[src/rtl/alu_pkg.sv]
// Shared definitions for the ALU arbiter slice: opcode encoding, FSM states,
// requester ids and the captured response record.
package alu_pkg;

    localparam logic [2:0] OP_SUM = 3'b000;
    localparam logic [2:0] OP_RES = 3'b001;
    localparam logic [2:0] OP_PRO = 3'b010;
    localparam logic [2:0] OP_DIV = 3'b011;
    localparam logic [2:0] OP_MOD = 3'b100;
    localparam logic [2:0] OP_AND = 3'b101;
    localparam logic [2:0] OP_OR  = 3'b110;
    localparam logic [2:0] OP_XOR = 3'b111;

    localparam logic ID_A = 1'b0;
    localparam logic ID_B = 1'b1;

    typedef enum logic [1:0] {
        ST_IDLE = 2'b00,
        ST_EXEC = 2'b01,
        ST_RESP = 2'b10
    } state_e;

    typedef struct packed {
        logic        id;
        logic [15:0] result;
        logic        flag_a;
        logic        flag_b;
        logic        err;
    } rsp_t;

    function automatic logic is_div_op(input logic [2:0] op);
        return (op == OP_DIV) || (op == OP_MOD);
    endfunction

endpackage

[src/rtl/alu_arbiter_ctrl_if.sv]
// Request/response bundle between two requesters, one consumer and the ALU arbiter.
interface alu_arbiter_ctrl_if;
    logic        a_valid;
    logic        a_ready;
    logic [2:0]  a_op;
    logic [7:0]  a_d0;
    logic [7:0]  a_d1;
    logic        b_valid;
    logic        b_ready;
    logic [2:0]  b_op;
    logic [7:0]  b_d0;
    logic [7:0]  b_d1;
    logic        rsp_valid;
    logic        rsp_ready;
    logic        rsp_id;
    logic [15:0] rsp_result;
    logic        rsp_flag_a;
    logic        rsp_flag_b;
    logic        rsp_err;
    logic [15:0] ops_done;

    modport slave (
        input  a_valid, a_op, a_d0, a_d1,
        input  b_valid, b_op, b_d0, b_d1,
        input  rsp_ready,
        output a_ready, b_ready,
        output rsp_valid, rsp_id, rsp_result, rsp_flag_a, rsp_flag_b, rsp_err, ops_done
    );

    modport master (
        output a_valid, a_op, a_d0, a_d1,
        output b_valid, b_op, b_d0, b_d1,
        output rsp_ready,
        input  a_ready, b_ready,
        input  rsp_valid, rsp_id, rsp_result, rsp_flag_a, rsp_flag_b, rsp_err, ops_done
    );
endinterface

[src/rtl/alu.sv]
// Combinational 8-bit ALU. Divide/modulo by zero yields 0 here only to keep
// the output defined; the controller never samples those cases.
module alu
    import alu_pkg::*;
(
    input  logic [2:0]  op,
    input  logic [7:0]  d0,
    input  logic [7:0]  d1,
    output logic [15:0] result,
    output logic        flag_a,
    output logic        flag_b
);

    // Opcode decode and datapath
    always_comb begin
        result = 16'h0000;
        case (op)
            OP_SUM:  result = {7'h00, ({1'b0, d0} + {1'b0, d1})};
            OP_RES:  result = {7'h00, ({1'b0, d0} - {1'b0, d1})};
            OP_PRO:  result = {8'h00, d0} * {8'h00, d1};
            OP_DIV: begin
                if (d1 != 8'h00) result = {8'h00, d0 / d1};
                else             result = 16'h0000;
            end
            OP_MOD: begin
                if (d1 != 8'h00) result = {8'h00, d0 % d1};
                else             result = 16'h0000;
            end
            OP_AND:  result = {8'h00, d0 & d1};
            OP_OR:   result = {8'h00, d0 | d1};
            OP_XOR:  result = {8'h00, d0 ^ d1};
            default: result = 16'h0000;
        endcase
    end

    // Carry/borrow only has meaning for add and subtract
    always_comb begin
        if ((op == OP_SUM) || (op == OP_RES)) flag_a = result[8];
        else                                  flag_a = 1'b0;
        flag_b = (result == 16'h0000);
    end

endmodule

[src/rtl/alu_arbiter_ctrl.sv]
// Round-robin sharing of one combinational ALU between two requesters, with a
// multicycle settle window and a registered valid/ready response channel.
module alu_arbiter_ctrl
    import alu_pkg::*;
#(
    parameter int unsigned EXEC_CYCLES = 1
) (
    input logic               clk,
    input logic               rst_n,
    alu_arbiter_ctrl_if.slave bus
);

    localparam logic [3:0] CNT_LOAD = 4'(EXEC_CYCLES - 1);

    state_e      state_r;
    state_e      state_s;
    logic        last_grant_r;
    logic        id_r;
    logic [2:0]  op_r;
    logic [7:0]  d0_r;
    logic [7:0]  d1_r;
    logic [3:0]  cnt_r;
    rsp_t        rsp_r;
    rsp_t        capture_s;
    logic [15:0] ops_done_r;
    logic        grant_a_s;
    logic        grant_b_s;
    logic        err_s;
    logic [15:0] alu_result_s;
    logic        alu_flag_a_s;
    logic        alu_flag_b_s;

    alu u_alu (
        .op     (op_r),
        .d0     (d0_r),
        .d1     (d1_r),
        .result (alu_result_s),
        .flag_a (alu_flag_a_s),
        .flag_b (alu_flag_b_s)
    );

    // Round-robin grant; gated by rst_n so nothing is accepted while in reset
    always_comb begin
        grant_a_s = 1'b0;
        grant_b_s = 1'b0;
        if (rst_n && (state_r == ST_IDLE)) begin
            if (bus.a_valid && (!bus.b_valid || (last_grant_r == ID_B))) grant_a_s = 1'b1;
            else                                                         grant_b_s = bus.b_valid;
        end else begin
            grant_a_s = 1'b0;
            grant_b_s = 1'b0;
        end
    end

    // Response record; DIV/MOD take only the result and rebuild zero themselves
    always_comb begin
        err_s            = is_div_op(op_r) && (d1_r == 8'h00);
        capture_s        = '0;
        capture_s.id     = id_r;
        if (err_s) begin
            capture_s.err = 1'b1;
        end else if (is_div_op(op_r)) begin
            capture_s.result = alu_result_s;
            capture_s.flag_b = (alu_result_s == 16'h0000);
        end else begin
            capture_s.result = alu_result_s;
            capture_s.flag_a = alu_flag_a_s;
            capture_s.flag_b = alu_flag_b_s;
        end
    end

    // Next-state logic
    always_comb begin
        state_s = state_r;
        case (state_r)
            ST_IDLE: begin
                if (grant_a_s || grant_b_s) state_s = ST_EXEC;
                else                        state_s = ST_IDLE;
            end
            ST_EXEC: begin
                if (cnt_r == 4'd0) state_s = ST_RESP;
                else               state_s = ST_EXEC;
            end
            ST_RESP: begin
                if (bus.rsp_ready) state_s = ST_IDLE;
                else               state_s = ST_RESP;
            end
            default: state_s = ST_IDLE;
        endcase
    end

    // State register; last_grant starts at B so A wins the first contest
    always_ff @(posedge clk or negedge rst_n) begin
        if (!rst_n) begin
            state_r      <= ST_IDLE;
            last_grant_r <= ID_B;
        end else begin
            state_r <= state_s;
            if (grant_a_s)      last_grant_r <= ID_A;
            else if (grant_b_s) last_grant_r <= ID_B;
        end
    end

    // Operand latch at handshake; these are the only ALU inputs
    always_ff @(posedge clk or negedge rst_n) begin
        if (!rst_n) begin
            id_r <= ID_A;
            op_r <= 3'b000;
            d0_r <= 8'h00;
            d1_r <= 8'h00;
        end else if (grant_a_s) begin
            id_r <= ID_A;
            op_r <= bus.a_op;
            d0_r <= bus.a_d0;
            d1_r <= bus.a_d1;
        end else if (grant_b_s) begin
            id_r <= ID_B;
            op_r <= bus.b_op;
            d0_r <= bus.b_d0;
            d1_r <= bus.b_d1;
        end
    end

    // Settle counter
    always_ff @(posedge clk or negedge rst_n) begin
        if (!rst_n) begin
            cnt_r <= 4'd0;
        end else if (grant_a_s || grant_b_s) begin
            cnt_r <= CNT_LOAD;
        end else if ((state_r == ST_EXEC) && (cnt_r != 4'd0)) begin
            cnt_r <= cnt_r - 4'd1;
        end
    end

    // Response capture and completion count
    always_ff @(posedge clk or negedge rst_n) begin
        if (!rst_n) begin
            rsp_r      <= '0;
            ops_done_r <= 16'h0000;
        end else begin
            if ((state_r == ST_EXEC) && (cnt_r == 4'd0)) rsp_r <= capture_s;
            if ((state_r == ST_RESP) && bus.rsp_ready)    ops_done_r <= ops_done_r + 16'd1;
        end
    end

    assign bus.a_ready    = grant_a_s;
    assign bus.b_ready    = grant_b_s;
    assign bus.rsp_valid  = (state_r == ST_RESP);
    assign bus.rsp_id     = rsp_r.id;
    assign bus.rsp_result = rsp_r.result;
    assign bus.rsp_flag_a = rsp_r.flag_a;
    assign bus.rsp_flag_b = rsp_r.flag_b;
    assign bus.rsp_err    = rsp_r.err;
    assign bus.ops_done   = ops_done_r;

endmodule

[src/flat_wrapper.sv]
// flat-port wrapper written by rule: the top's interface ports become plain ports
module alu_arbiter_ctrl_flat import alu_pkg::*;
#(
    parameter int unsigned EXEC_CYCLES = 1
)
  (clk, rst_n, bus_a_valid, bus_a_op, bus_a_d0, bus_a_d1, bus_b_valid, bus_b_op, bus_b_d0, bus_b_d1, bus_rsp_ready, bus_a_ready, bus_b_ready, bus_rsp_valid, bus_rsp_id, bus_rsp_result, bus_rsp_flag_a, bus_rsp_flag_b, bus_rsp_err, bus_ops_done);
  alu_arbiter_ctrl_if bus_i ();
  input logic clk;
  input logic rst_n;
  input wire logic [$bits(bus_i.a_valid)-1:0] bus_a_valid;
  input wire logic [$bits(bus_i.a_op)-1:0] bus_a_op;
  input wire logic [$bits(bus_i.a_d0)-1:0] bus_a_d0;
  input wire logic [$bits(bus_i.a_d1)-1:0] bus_a_d1;
  input wire logic [$bits(bus_i.b_valid)-1:0] bus_b_valid;
  input wire logic [$bits(bus_i.b_op)-1:0] bus_b_op;
  input wire logic [$bits(bus_i.b_d0)-1:0] bus_b_d0;
  input wire logic [$bits(bus_i.b_d1)-1:0] bus_b_d1;
  input wire logic [$bits(bus_i.rsp_ready)-1:0] bus_rsp_ready;
  output wire logic [$bits(bus_i.a_ready)-1:0] bus_a_ready;
  output wire logic [$bits(bus_i.b_ready)-1:0] bus_b_ready;
  output wire logic [$bits(bus_i.rsp_valid)-1:0] bus_rsp_valid;
  output wire logic [$bits(bus_i.rsp_id)-1:0] bus_rsp_id;
  output wire logic [$bits(bus_i.rsp_result)-1:0] bus_rsp_result;
  output wire logic [$bits(bus_i.rsp_flag_a)-1:0] bus_rsp_flag_a;
  output wire logic [$bits(bus_i.rsp_flag_b)-1:0] bus_rsp_flag_b;
  output wire logic [$bits(bus_i.rsp_err)-1:0] bus_rsp_err;
  output wire logic [$bits(bus_i.ops_done)-1:0] bus_ops_done;
  assign bus_i.a_valid = bus_a_valid;
  assign bus_i.a_op = bus_a_op;
  assign bus_i.a_d0 = bus_a_d0;
  assign bus_i.a_d1 = bus_a_d1;
  assign bus_i.b_valid = bus_b_valid;
  assign bus_i.b_op = bus_b_op;
  assign bus_i.b_d0 = bus_b_d0;
  assign bus_i.b_d1 = bus_b_d1;
  assign bus_i.rsp_ready = bus_rsp_ready;
  assign bus_a_ready = bus_i.a_ready;
  assign bus_b_ready = bus_i.b_ready;
  assign bus_rsp_valid = bus_i.rsp_valid;
  assign bus_rsp_id = bus_i.rsp_id;
  assign bus_rsp_result = bus_i.rsp_result;
  assign bus_rsp_flag_a = bus_i.rsp_flag_a;
  assign bus_rsp_flag_b = bus_i.rsp_flag_b;
  assign bus_rsp_err = bus_i.rsp_err;
  assign bus_ops_done = bus_i.ops_done;
  alu_arbiter_ctrl #(.EXEC_CYCLES(EXEC_CYCLES)) u_core (.clk(clk), .rst_n(rst_n), .bus(bus_i));
endmodule
[config.mk]
export PLATFORM = sky130hd
export DESIGN_NAME = alu_arbiter_ctrl_flat
export DESIGN_NICKNAME = d
export VERILOG_FILES = /design/src/rtl/alu_pkg.sv /design/src/rtl/alu_arbiter_ctrl_if.sv /design/src/rtl/alu.sv /design/src/rtl/alu_arbiter_ctrl.sv /design/src/flat_wrapper.sv
export SDC_FILE = /design/constraint.sdc
export NUM_CORES = 1
export LEC_CHECK = 0
export ABC_AREA = 1
export BUFFER_PORTS_ARGS = -buffer_cell sky130_fd_sc_hd__buf_2
export CORE_AREA = 2 2 132 134
export DETAILED_ROUTE_END_ITERATION = 6
export DIE_AREA = 0 0 134 136
export PLACE_DENSITY_LB_ADDON = 0.25
export SETUP_SLACK_MARGIN = 0.1
export SLEW_MARGIN = 5
export SYNTH_ARGS = -nofsm -noshare
export SYNTH_HDL_FRONTEND = slang
export SYNTH_SLANG_ARGS = --single-unit
export TNS_END_PERCENT = 20
[constraint.sdc]
create_clock -name clk -period 10 [get_ports clk]
set_input_delay 0 -clock clk [delete_from_list [all_inputs] [get_ports clk]]
set_output_delay 0 -clock clk [all_outputs]
set_load 0.02 [all_outputs]
==> results.sh <==
export IMPL_grt_pass1_vias=7733
export IMPL_cts_tree="yes"
export IMPL_clkLatencyLatePin_ns=0.35
export IMPL_design_area_sq_um=9970
export IMPL_dp_hpwl_mm=18.1
export IMPL_drv_slew=0
export IMPL_antenna_found_initial=0
export IMPL_rows=48
export IMPL_end_kind="register"
export IMPL_max_freq_ghz=0.108
export IMPL_synth_largest_area_cell="dfrtp_1"
export IMPL_placed_area_sq_um=8910
export IMPL_async_flop_share=1.00
export IMPL_fp_dieH_um=136
export IMPL_finalClockSkew_ns=0.00840
export IMPL_synthCells=1151
export IMPL_ant_nets=0
export IMPL_netlist_area_leader_share=0.187
export IMPL_slew_headroom=0.322
export IMPL_antenna_cells=0
export IMPL_crit_fanout=8
export IMPL_fillers=1555
export IMPL_r2r_cells=67
export IMPL_dieWidth_um=134
export IMPL_area_delta_synth_final_pct=20.3
export IMPL_layout_common_cells="nand2_1 (281), inv_1 (177), ha_1 (87)"
export IMPL_yosysSeqAreaShare=0.190
export IMPL_grt_pass1_wl_mm=39.1
export IMPL_r2r_start="u_core.d0_r[7]$_DFFE_PN0N_"
export IMPL_ys_warn_count=0
export IMPL_cpPeakStageDelay_ns=0.41
export IMPL_initial_utilization=0.491
export IMPL_vias=7922
export IMPL_ys_ff_latch=63
export IMPL_gp_congestion=1.02
export IMPL_status="finished clean"
export IMPL_fin_nets=1448
export IMPL_cp_start_kind="register"
export IMPL_io_buffers=81
export IMPL_critPathMostFrequentCell="nand2_1"
export IMPL_routedWlPerCell_um=16.3
export IMPL_hold_path_class="input pin to register"
export IMPL_cts_root_buf="clkbuf_16"
export IMPL_dr_first_iter_drc_count=515
export IMPL_coreArea_sq_um=16900
export IMPL_grt_use_total=0.271
export IMPL_cts_buffers=9
export IMPL_setup_violations=0
export IMPL_wl_mm=24.4
export IMPL_hold_viol_final=0
export IMPL_cts_max_level=3
export IMPL_r2r_end="u_core.bus.rsp_flag_b$_DFFE_PN0P_"
export IMPL_dr_pass1_iters=5
export IMPL_crit_required_ns=10.28
export IMPL_drc_errors=0
export IMPL_slowest_stage="dfrtp_1"
export IMPL_clkSinkCount=63
export IMPL_synthTopCellsByArea="dfrtp_1 (19%), ha_1 (16%), nand2_1 (13%), fa_1 (9.2%), inv_1 (8.0%)"
export IMPL_multi_input_area_sq_um=6160
export IMPL_ios=82
export IMPL_post_place_cells=1439
export IMPL_finalCritPeriodShare=0.928
export IMPL_layout_drive_gt1_share=0.206
export IMPL_dieArea_sq_um=18200
export IMPL_syn_num_nets=1335
export IMPL_drv_cap=0
export IMPL_yosysUniqueCellTypes=58
export IMPL_worst_pin_slew_ns=1.01
export IMPL_layout_min_cycle_time_ns=9.28
export IMPL_globalRoute_totalOverflow=0
export IMPL_cts_buffer_depth=2
export IMPL_area_sequential_sq_um=1580
export IMPL_path_clk_slew_ns=0.07
export IMPL_synthFlopType="dfrtp_1"
export IMPL_mostFrequentLayoutCell="nand2_1"
export IMPL_critPathLaunch="u_core.d0_r[7]$_DFFE_PN0N_"
export IMPL_grt_max_degree=66
export IMPL_cp_data_arrival_time_ns=9.56
export IMPL_final_cell_count_no_fill=1494
export IMPL_via_per_inst=5.30
export IMPL_endpoint="u_core.bus.rsp_flag_b$_DFFE_PN0P_"
export IMPL_crit_type="register to register"
export IMPL_syn_area_per_cell_sq_um=7.20
export IMPL_rrSetupSlack_ns=0.72
export IMPL_synth_area_sq_um=8290
export IMPL_synth_edf_count=0
stage by stage:
stage	setup TNS, ns	util	setup WS, ns	hold slack [ns]
4_1_cts	0	0.562	0.158	0.00345
6_report	0	0.591	0.723	0.0106
5_1_grt	-0.0238	0.591	-0.0238	0.0236
3_3_place_gp	0	0.528	0.206	0.217
2_1_floorplan	0	-	0.929	-0.296
3_5_place_dp	0	0.528	0.0972	0.222
how the worst min path moves through the flow:
stage                  startpoint                                 end  slack [ns]  cells past startpoint
finish                bus_b_op[0]          u_core.op_r[0]$_DFFE_PN0N_        0.01                      3
global route          bus_a_d0[7]          u_core.d0_r[7]$_DFFE_PN0N_        0.02                      3
CTS                   bus_b_d0[2]          u_core.d0_r[2]$_DFFE_PN0N_       0.003                      3
detailed placement  bus_rsp_ready         u_core.state_r[1]$_DFF_PN0_        0.22                      2
global placement    bus_rsp_ready         u_core.state_r[1]$_DFF_PN0_        0.22                      2
floorplan                   rst_n  u_core.bus.ops_done[0]$_DFFE_PN0P_       -0.30                      0
worst max-delay path: cells and delay by family, from the launching register on:
family	cells	cell delay [ns]
compound gates	5	0.67
buf+inv	5	0.40
fa+ha+maj	8	2.17
simple gates	48	5.42
flops	1	0.41
xor+xnor	1	0.15
state kept, by name (all words and copies together), names as in the netlist:
name	count
u_core.bus.ops_done	16
u_core.bus.rsp_err	1
u_core.bus.rsp_flag_a	1
u_core.bus.rsp_flag_b	1
u_core.bus.rsp_id	1
u_core.bus.rsp_result	16
u_core.cnt_r	4
u_core.d0_r	8
u_core.d1_r	8
u_core.id_r	1
u_core.last_grant_r	1
u_core.op_r	3
u_core.state_r	2
area by class of cell:
type / instances / share of cell area
Sequential cell: 63 / 0.159
Tap cell: 225 / 0.0282
Clock inverter: 7 / 0.0128
Inverter: 200 / 0.0770
Timing Repair Buffer: 131 / 0.0835
Clock buffer: 9 / 0.0226
Multi-Input combinational cell: 859 / 0.617
cell families (layout without fill, tap and decap cells):
kind of cell	count (synthesis)	after routing	share of synthesized area
DFF	63	63	0.190
AOI/OAI and AO/OA	146	146	0.104
buffers and inverters	229	347	0.109
xor gates and xnor gates	43	43	0.0454
adders and majority gates	141	141	0.247
muxes	1	1	0.00136
and+or+nand+nor	528	528	0.303
Yosys cell counts, types with 14 or more instances:
cell	instances
nand4_1	17
ha_1	103
nand2_1	288
inv_1	177
xor2_1	29
o21ai_0	48
a21oi_1	47
nor2_1	66
fa_1	38
clkbuf_1	20
nand3_2	18
nor3_1	14
inv_2	20
xnor2_1	14
nand3_1	71
a22oi_1	20
dfrtp_1	62
routing by layer:
layer | GRT usage | share of wire | routed length, um | vias up
met4 | 0.0851 | 0.026 | 647 | 0
met5 | 0 | 0 | 0 | -
li1 | - | - | - | 3939
met3 | 0.0324 | 0.047 | 1140 | 43
met2 | 0.484 | 0.50 | 12200 | 238
met1 | 0.343 | 0.43 | 10400 | 3702
what timing repair did:
action | 4_1_cts | 5_1_grt
setup endpoints to repair | 1 | 9
hold buffers | 21 | 0
cloned | 0 | 0
gates resized for setup | 1 | 63
buffers inserted | 0 | 18
pin swaps | 0 | 25
hold endpoints to repair | 81 | 0
Power is left out: the tool's default activity adds up to more than one toggle a clock period on the data nets, which glitch-free logic cannot reach.
